<file path="src/rtl/ps2_key_tracker_if.sv">
// Byte-in / event-out bus of the PS/2 key tracker.
// master drives received bytes and the event ready; slave is the tracker itself.
interface ps2_key_tracker_if;
  logic [7:0] rxData;
  logic       rxValid;
  logic       evValid;
  logic       evReady;
  logic [4:0] evKey;
  logic       evPressed;

  modport master (output rxData, rxValid, evReady, input evValid, evKey, evPressed);
  modport slave  (input rxData, rxValid, evReady, output evValid, evKey, evPressed);
endinterface

</file>
<file path="src/rtl/ps2_key_tracker.sv">
// PS/2 scan-code set 2 decoder: per-key held state plus a press/release event FIFO.
// Handles break and E0 prefixes, an inter-byte timeout and keyboard self-test bytes.
module ps2_key_tracker #(
  parameter int unsigned NUM_KEYS       = 29,
  parameter int unsigned FIFO_DEPTH     = 8,
  parameter bit          EXT_AS_BASE    = 1'b0,
  parameter bit          REPEAT_EVENTS  = 1'b0,
  parameter int unsigned TIMEOUT_CYCLES = 2500000
) (
  input  logic                CLOCK_50,
  input  logic                resetn,
  ps2_key_tracker_if.slave    bus,
  output logic [NUM_KEYS-1:0] keyState,
  output logic                evOverflow,
  input  logic                clearOverflow,
  output logic                syncError
);

  localparam int unsigned PTR_W = $clog2(FIFO_DEPTH);
  localparam int unsigned CNT_W = PTR_W + 1;
  localparam int unsigned TO_W  = (TIMEOUT_CYCLES > 1) ? $clog2(TIMEOUT_CYCLES) : 1;

  localparam logic [CNT_W-1:0]    DEPTH_CNT = CNT_W'(FIFO_DEPTH);
  localparam logic [TO_W-1:0]     TO_LAST   = TO_W'(TIMEOUT_CYCLES - 1);
  localparam logic [NUM_KEYS-1:0] KEY_ONE   = NUM_KEYS'(1);

  localparam logic [1:0] ST_IDLE    = 2'd0;
  localparam logic [1:0] ST_BREAK   = 2'd1;
  localparam logic [1:0] ST_EXT     = 2'd2;
  localparam logic [1:0] ST_EXT_BRK = 2'd3;

  localparam logic [7:0] CODE_BRK = 8'hF0;
  localparam logic [7:0] CODE_EXT = 8'hE0;

  // Returns {hit, index} for the fixed code-to-key table.
  function automatic logic [5:0] mapCode(input logic [7:0] code);
    case (code)
      8'h45: mapCode = {1'b1, 5'd0};   8'h16: mapCode = {1'b1, 5'd1};
      8'h1E: mapCode = {1'b1, 5'd2};   8'h26: mapCode = {1'b1, 5'd3};
      8'h25: mapCode = {1'b1, 5'd4};   8'h2E: mapCode = {1'b1, 5'd5};
      8'h36: mapCode = {1'b1, 5'd6};   8'h3D: mapCode = {1'b1, 5'd7};
      8'h3E: mapCode = {1'b1, 5'd8};   8'h46: mapCode = {1'b1, 5'd9};
      8'h0E: mapCode = {1'b1, 5'd10};  8'h4E: mapCode = {1'b1, 5'd11};
      8'h55: mapCode = {1'b1, 5'd12};  8'h66: mapCode = {1'b1, 5'd13};
      8'h0D: mapCode = {1'b1, 5'd14};  8'h15: mapCode = {1'b1, 5'd15};
      8'h1D: mapCode = {1'b1, 5'd16};  8'h24: mapCode = {1'b1, 5'd17};
      8'h2D: mapCode = {1'b1, 5'd18};  8'h2C: mapCode = {1'b1, 5'd19};
      8'h35: mapCode = {1'b1, 5'd20};  8'h3C: mapCode = {1'b1, 5'd21};
      8'h43: mapCode = {1'b1, 5'd22};  8'h44: mapCode = {1'b1, 5'd23};
      8'h4D: mapCode = {1'b1, 5'd24};  8'h54: mapCode = {1'b1, 5'd25};
      8'h5B: mapCode = {1'b1, 5'd26};  8'h5D: mapCode = {1'b1, 5'd27};
      8'h29: mapCode = {1'b1, 5'd28};  8'h5A: mapCode = {1'b1, 5'd29};
      8'h76: mapCode = {1'b1, 5'd30};  8'h12: mapCode = {1'b1, 5'd31};
      default: mapCode = 6'd0;
    endcase
  endfunction

  logic [7:0]          rxData;
  logic                rxValid;
  logic [1:0]          state, stateNext;
  logic [TO_W-1:0]     toCnt, toCntNext;
  logic                doMake, doBreak, doClear, errNext;
  logic [5:0]          mapped;
  logic [4:0]          keyIdx;
  logic                keyHit, keyHeld;
  logic [NUM_KEYS-1:0] keyOneHot, keyNext;
  logic                pushReq, pushPressed;
  logic [5:0]          fifoMem [FIFO_DEPTH];
  logic [PTR_W-1:0]    rdPtr, wrPtr, rdNext;
  logic [CNT_W-1:0]    count, countNext;
  logic                full, pop, pushOk, drop, validNext;
  logic [5:0]          pushEntry, headNext;

  assign rxData  = bus.rxData;
  assign rxValid = bus.rxValid;

  // Sequence FSM and inter-byte timeout.
  always_comb begin
    stateNext = state;
    toCntNext = toCnt;
    errNext   = 1'b0;
    doMake    = 1'b0;
    doBreak   = 1'b0;
    doClear   = 1'b0;
    if (rxValid) begin
      toCntNext = '0;
      case (state)
        ST_IDLE: begin
          if (rxData == CODE_BRK)                        stateNext = ST_BREAK;
          else if (rxData == CODE_EXT)                   stateNext = ST_EXT;
          else if (rxData inside {8'hAA, 8'hFC})         doClear   = 1'b1;
          else if (!(rxData inside {8'hFA, 8'hEE, 8'hFE, 8'h00, 8'hFF})) doMake = 1'b1;
        end
        ST_BREAK: begin
          stateNext = ST_IDLE;
          if (rxData == CODE_BRK || rxData == CODE_EXT) errNext = 1'b1;
          else                                          doBreak = 1'b1;
        end
        ST_EXT: begin
          stateNext = ST_IDLE;
          if (rxData == CODE_BRK)      stateNext = ST_EXT_BRK;
          else if (rxData == CODE_EXT) errNext   = 1'b1;
          else                         doMake    = EXT_AS_BASE;
        end
        default: begin
          stateNext = ST_IDLE;
          if (rxData == CODE_BRK || rxData == CODE_EXT) errNext = 1'b1;
          else                                          doBreak = EXT_AS_BASE;
        end
      endcase
    end else if (state != ST_IDLE) begin
      if (toCnt == TO_LAST) begin
        stateNext = ST_IDLE;
        toCntNext = '0;
        errNext   = 1'b1;
      end else begin
        toCntNext = toCnt + 1'b1;
      end
    end
  end

  // Key state update and event request; unmapped or out-of-range keys are inert.
  always_comb begin
    mapped      = mapCode(rxData);
    keyIdx      = mapped[4:0];
    keyHit      = mapped[5] && (32'(keyIdx) < NUM_KEYS);
    keyOneHot   = KEY_ONE << keyIdx;
    keyHeld     = |(keyState & keyOneHot);
    keyNext     = keyState;
    pushReq     = 1'b0;
    pushPressed = 1'b0;
    if (doClear) begin
      keyNext = '0;
    end else if (doMake && keyHit) begin
      pushPressed = 1'b1;
      if (!keyHeld) begin
        keyNext = keyState | keyOneHot;
        pushReq = 1'b1;
      end else begin
        pushReq = REPEAT_EVENTS;
      end
    end else if (doBreak && keyHit && keyHeld) begin
      keyNext = keyState & ~keyOneHot;
      pushReq = 1'b1;
    end
  end

  // FIFO control; head outputs are registered copies of the next head entry.
  always_comb begin
    pop       = bus.evValid && bus.evReady;
    full      = (count == DEPTH_CNT);
    pushOk    = pushReq && (!full || pop);
    drop      = pushReq && full && !pop;
    pushEntry = {pushPressed, keyIdx};
    rdNext    = rdPtr + 1'b1;
    countNext = count;
    if (pushOk && !pop)      countNext = count + 1'b1;
    else if (!pushOk && pop) countNext = count - 1'b1;
    validNext = (countNext != '0);
    headNext  = {bus.evPressed, bus.evKey};
    if (pop) begin
      if (count > CNT_W'(1)) headNext = fifoMem[rdNext];
      else if (pushOk)       headNext = pushEntry;
    end else if (count == '0 && pushOk) begin
      headNext = pushEntry;
    end
  end

  always_ff @(posedge CLOCK_50 or negedge resetn) begin
    if (!resetn) begin
      state         <= ST_IDLE;
      toCnt         <= '0;
      syncError     <= 1'b0;
      keyState      <= '0;
      evOverflow    <= 1'b0;
      rdPtr         <= '0;
      wrPtr         <= '0;
      count         <= '0;
      bus.evValid   <= 1'b0;
      bus.evKey     <= 5'd0;
      bus.evPressed <= 1'b0;
    end else begin
      state         <= stateNext;
      toCnt         <= toCntNext;
      syncError     <= errNext;
      keyState      <= keyNext;
      count         <= countNext;
      bus.evValid   <= validNext;
      bus.evKey     <= headNext[4:0];
      bus.evPressed <= headNext[5];
      if (pop)    rdPtr <= rdNext;
      if (pushOk) wrPtr <= wrPtr + 1'b1;
      // A drop in the same cycle as a clear keeps the flag set.
      if (drop)               evOverflow <= 1'b1;
      else if (clearOverflow) evOverflow <= 1'b0;
    end
  end

  always_ff @(posedge CLOCK_50) begin
    if (pushOk) fifoMem[wrPtr] <= pushEntry;
  end

endmodule

</file>
<file path="src/flat_wrapper.sv">
// flat-port wrapper written by rule: the top's interface ports become plain ports
module ps2_key_tracker_flat 
#(
  parameter int unsigned NUM_KEYS       = 29,
  parameter int unsigned FIFO_DEPTH     = 8,
  parameter bit          EXT_AS_BASE    = 1'b0,
  parameter bit          REPEAT_EVENTS  = 1'b0,
  parameter int unsigned TIMEOUT_CYCLES = 2500000
)
  (CLOCK_50, resetn, keyState, evOverflow, clearOverflow, syncError, bus_rxData, bus_rxValid, bus_evReady, bus_evValid, bus_evKey, bus_evPressed);
  ps2_key_tracker_if bus_i ();
  input  logic CLOCK_50;
  input  logic resetn;
  output logic [NUM_KEYS-1:0] keyState;
  output logic evOverflow;
  input  logic clearOverflow;
  output logic syncError;
  input wire logic [$bits(bus_i.rxData)-1:0] bus_rxData;
  input wire logic [$bits(bus_i.rxValid)-1:0] bus_rxValid;
  input wire logic [$bits(bus_i.evReady)-1:0] bus_evReady;
  output wire logic [$bits(bus_i.evValid)-1:0] bus_evValid;
  output wire logic [$bits(bus_i.evKey)-1:0] bus_evKey;
  output wire logic [$bits(bus_i.evPressed)-1:0] bus_evPressed;
  assign bus_i.rxData = bus_rxData;
  assign bus_i.rxValid = bus_rxValid;
  assign bus_i.evReady = bus_evReady;
  assign bus_evValid = bus_i.evValid;
  assign bus_evKey = bus_i.evKey;
  assign bus_evPressed = bus_i.evPressed;
  ps2_key_tracker #(.NUM_KEYS(NUM_KEYS), .FIFO_DEPTH(FIFO_DEPTH), .EXT_AS_BASE(EXT_AS_BASE), .REPEAT_EVENTS(REPEAT_EVENTS), .TIMEOUT_CYCLES(TIMEOUT_CYCLES)) u_core (.CLOCK_50(CLOCK_50), .resetn(resetn), .bus(bus_i), .keyState(keyState), .evOverflow(evOverflow), .clearOverflow(clearOverflow), .syncError(syncError));
endmodule
</file>
<file path="config.mk">
export PLATFORM = sky130hd
export DESIGN_NAME = ps2_key_tracker_flat
export DESIGN_NICKNAME = d
export VERILOG_FILES = /design/src/rtl/ps2_key_tracker_if.sv /design/src/rtl/ps2_key_tracker.sv /design/src/flat_wrapper.sv
export SDC_FILE = /design/constraint.sdc
export NUM_CORES = 1
export LEC_CHECK = 0
export CAP_MARGIN = 20
export CELL_PAD_IN_SITES_DETAIL_PLACEMENT = 1
export CELL_PAD_IN_SITES_GLOBAL_PLACEMENT = 2
export CORE_ASPECT_RATIO = 0.75
export CORE_MARGIN = 5
export CORE_UTILIZATION = 30
export CTS_CLUSTER_DIAMETER = 120
export DETAILED_ROUTE_END_ITERATION = 6
export MAX_ROUTING_LAYER = met4
export PLACE_DENSITY_LB_ADDON = 0.1
export SLEW_MARGIN = 0
export SYNTH_ARGS = -nofsm -noshare
export SYNTH_HDL_FRONTEND = slang
export SYNTH_SLANG_ARGS = --single-unit
</file>
<file path="constraint.sdc">
create_clock -name CLOCK_50 -period 4.39 [get_ports CLOCK_50]
set_input_delay 1.0975 -clock CLOCK_50 [delete_from_list [all_inputs] [get_ports CLOCK_50]]
set_output_delay 1.0975 -clock CLOCK_50 [all_outputs]
set_load 0.05 [all_outputs]
</file>
==> impl_metrics.tcl <==
set metrics [dict create \
    run_status "finished with violations" \
    violations "negative setup slack" \
    synth-seq-cells 120 \
    post-route-period-util_pct 104 \
    vias_per_cell 5.36 \
    io_pins 51 \
    die_y_microns 141 \
    min_delay_path_depth 1 \
    layout_commonest_cell "buf_4" \
    path_cells "buf_6, buf_6, ha_4, mux2_4, a221o_1, a221o_1, nand3b_4, inv_6, and3_4, o211a_1, a221o_1, buf_6, nor4_4, nand3_2, and2_4, nand2b_4, nor4_4, buf_6" \
    layout_common_cells "buf_4, dfrtp_1, nor2_1" \
    synth_top_family_by_area "compound AO/OA/AOI/OAI gates" \
    syn_to_final_growth_pct 43.3 \
    clock_sinks 120 \
    grt_util_met3_pct 3.72 \
    path_depth 18 \
    hpwlAfterDp_microns 17100 \
    p_per_area_nw_per_um2 435 \
    clkLatencyLatePin_ps 430 \
    cts_max_level 4 \
    cp_data_arrival_time_ps 4700 \
    die_w_microns 185 \
    worst_path_most_repeated_cell "buf_6" \
    yosys.area.top_type "dfrtp_1" \
    fillerInstances 2498 \
    crit_type "in2reg" \
    syn_area_sq_um 6920 \
    syn_inst 680 \
    clockRootBuffer "clkbuf_16" \
    ys_warn_count 0 \
    synthAdderAreaFrac_pct 2.17 \
    wirelength_microns 24700 \
    path_buf_inv 5 \
    grt_max_degree 55 \
    ys_types 77 \
    cts.hold.buffers_added 0 \
    antenna_found_initial 0 \
    cp-end-kind "register" \
    grt_pass1_vias 6683 \
    dr_total_vias 6264 \
    worstMarginPinSlew_ps 936 \
    dr.pass1.iters 5 \
    grt_util_all_layers_pct 19.7 \
    fin_cells 1168 \
    critPathTopFamily "simple AND/OR/NAND/NOR gates" \
    cts_buffers 17 \
    ant_nets 0 \
    power.leakage_nw 3.89 \
    clock_skew_ps 19.5 \
    synthTopCellsByArea "dfrtp_1, edfxtp_1, mux4_2" \
    synthXorXnorAreaFrac_pct 1.01 \
    vdd_ir_drop_max_v 0.000284 \
    rsz0062_at_grt "yes" \
    reg2reg_depth 6 \
    relSlewSlack_pct 37.4 \
    core_area_sq_um 22900 \
    synth_compound_area_share_pct 19.6 \
    startpoint_type "primary input" \
    max_freq_mhz 219 \
    slowest_delay_ps 390 \
    ys_async_sr_fraction_pct 60.0 \
    drive_above_1_share_pct 33.4 \
    drtIter0Drc 379 \
    gr-max-usage-layer "met2" \
    dieArea_sq_um 26200 \
    met1_usage_pct 27.3 \
    setup_viol 87 \
    hold_viol_final 0 \
    cp_slowest_cell "a221o_1" \
    wl_per_cell_microns 21.1 \
    syn-num-nets 705 \
    cts_max_path_buffers 2 \
    rows 48 \
    worst_ep_required_time_ps 4520 \
    synthMuxAreaShare_pct 8.23 \
    place_inst 1109 \
    maxCapViolations 0 \
    yosys.area_share.simple_pct 17.9 \
    gr-usage-met2_pct 30.1 \
    path_clk_slew_ps 60 \
    setup_slack_ps -181 \
    synth_area_per_cell_sq_um 10.2 \
    maxSlewViolCount 0 \
    grt_pass1_wl_microns 39300 \
    synth_edf_count 48 \
    cp_max_fo 6 \
    grt-ovfl-total 0 \
    cts_tree "yes" \
    synth_top_area_share_pct 26.0 \
    pre_cts_ws_ps -1290 \
    start_util_pct 30.2 \
    final_nets 880 \
    fin_crit_ps 4570 \
    hold_class "reg2reg" \
    place.gp.congestion 0.893 \
    n_antenna_cell 0 \
    drc 0 \
    portBuffers 50 \
    synth-main-ff-cell "dfrtp_1" \
    ys_seq_area_share_pct 46.9 \
    whs_ps 511 \
]
-- final timing paths --
path	from	to	slack [ps]
worst max-delay path	bus_rxData[1]	u_core.fifoMem[0][3]	-180
worst min-delay path	u_core.bus.evKey[2]	u_core.bus.evKey[2]	510
worst max register to register	u_core.rdPtr[0]	u_core.bus.evKey[1]	1500
worst min register to register	u_core.bus.evKey[2]	u_core.bus.evKey[2]	510
max in group asynchronous	resetn	u_core.keyState[15]	2840
min in group asynchronous	resetn	u_core.toCnt[10]	730
-- registers in the layout, summed over array words and instances, names as in the netlist, 2 cells and up --
signal	count
u_core.bus.evKey	5
u_core.count	4
u_core.fifoMem	48
u_core.keyState	29
u_core.rdPtr	3
u_core.state	2
u_core.toCnt	22
u_core.wrPtr	3
-- worst register-to-register path, stage by stage (launching register included) --
cell,delay [ps]
dfrtp_1,900
ha_1,670
mux4_2,400
nor2b_1,160
a211oi_1,290
a21oi_1,80
mux2_4,280
-- cell usage after synthesis, types with 7 or more instances --
cell and n:
dfrtp_1 72, nor2_1 66, nand2_1 60, edfxtp_1 48
o21ai_0 48, nand3_1 30, o21ai_1 30, o2bb2ai_1 29
a21oi_1 24, inv_1 16, and3_1 14, clkbuf_1 14
mux4_2 13, ha_1 12, buf_2 11, nor2b_1 10
nor3_1 10, a211oi_1 9, a31oi_1 8, mux2_2 8
mux2_4 7, mux2i_1 7
-- cells by family after synthesis --
kind of cell | count (synthesis)
muxes | 36
and+or+nand+nor | 244
DFF | 120
AOI/OAI and AO/OA | 201
xor gates and xnor gates | 8
buffers and inverters | 59
adders and majority gates | 12
-- power by group --
part | total (W) | switching (W) | internal, W
clock | 0.00143 | 0.000588 | 0.000843
combinational | 0.00141 | 0.000765 | 0.000644
sequential | 0.00147 | 0.000193 | 0.00127
total | 0.00431 | 0.00155 | 0.00276
-- cell type report --
type | count | area [sq um] | share of cell area (%)
well taps | 300 | 375 | 3.79
clock buffers | 19 | 433 | 4.37
flip-flops and latches | 120 | 3240 | 32.7
multi-input cells | 501 | 3830 | 38.6
inverters | 20 | 95.1 | 0.960
clock inverters | 13 | 144 | 1.45
repair buffers | 195 | 1790 | 18.1
-- through the flow --
stage	cell area [sq um]	power (W)	TNS, ps	utilization (%)
2_1_floorplan	7080	0.00235	-26640	-
3_3_place_gp	8650	0.00277	-93100	37.8
3_5_place_dp	8650	0.00281	-100860	37.8
4_1_cts	9810	0.00435	-12210	42.9
5_1_grt	9910	0.00453	-19680	43.3
6_report	9910	0.00431	-8160	43.3
-- layer usage --
| layer | vias up | share of wire [%] |
|---|---|---|
| met1 | 3180 | 48 |
| met4 | 0 | 1.5 |
| li1 | 2924 | - |
| met5 | - | 0 |
| met2 | 129 | 46 |
| met3 | 31 | 4.1 |
-- timing repair --
item / 4_1_cts / 5_1_grt
setup buffers: 24 / 6
endpoints found under the hold margin: 0 / 0
endpoints found under the setup margin: 92 / 91
gates resized for setup: 86 / 19
pin swaps: 34 / 15
gates cloned: 3 / 0
(Power assumes the default switching activity.)
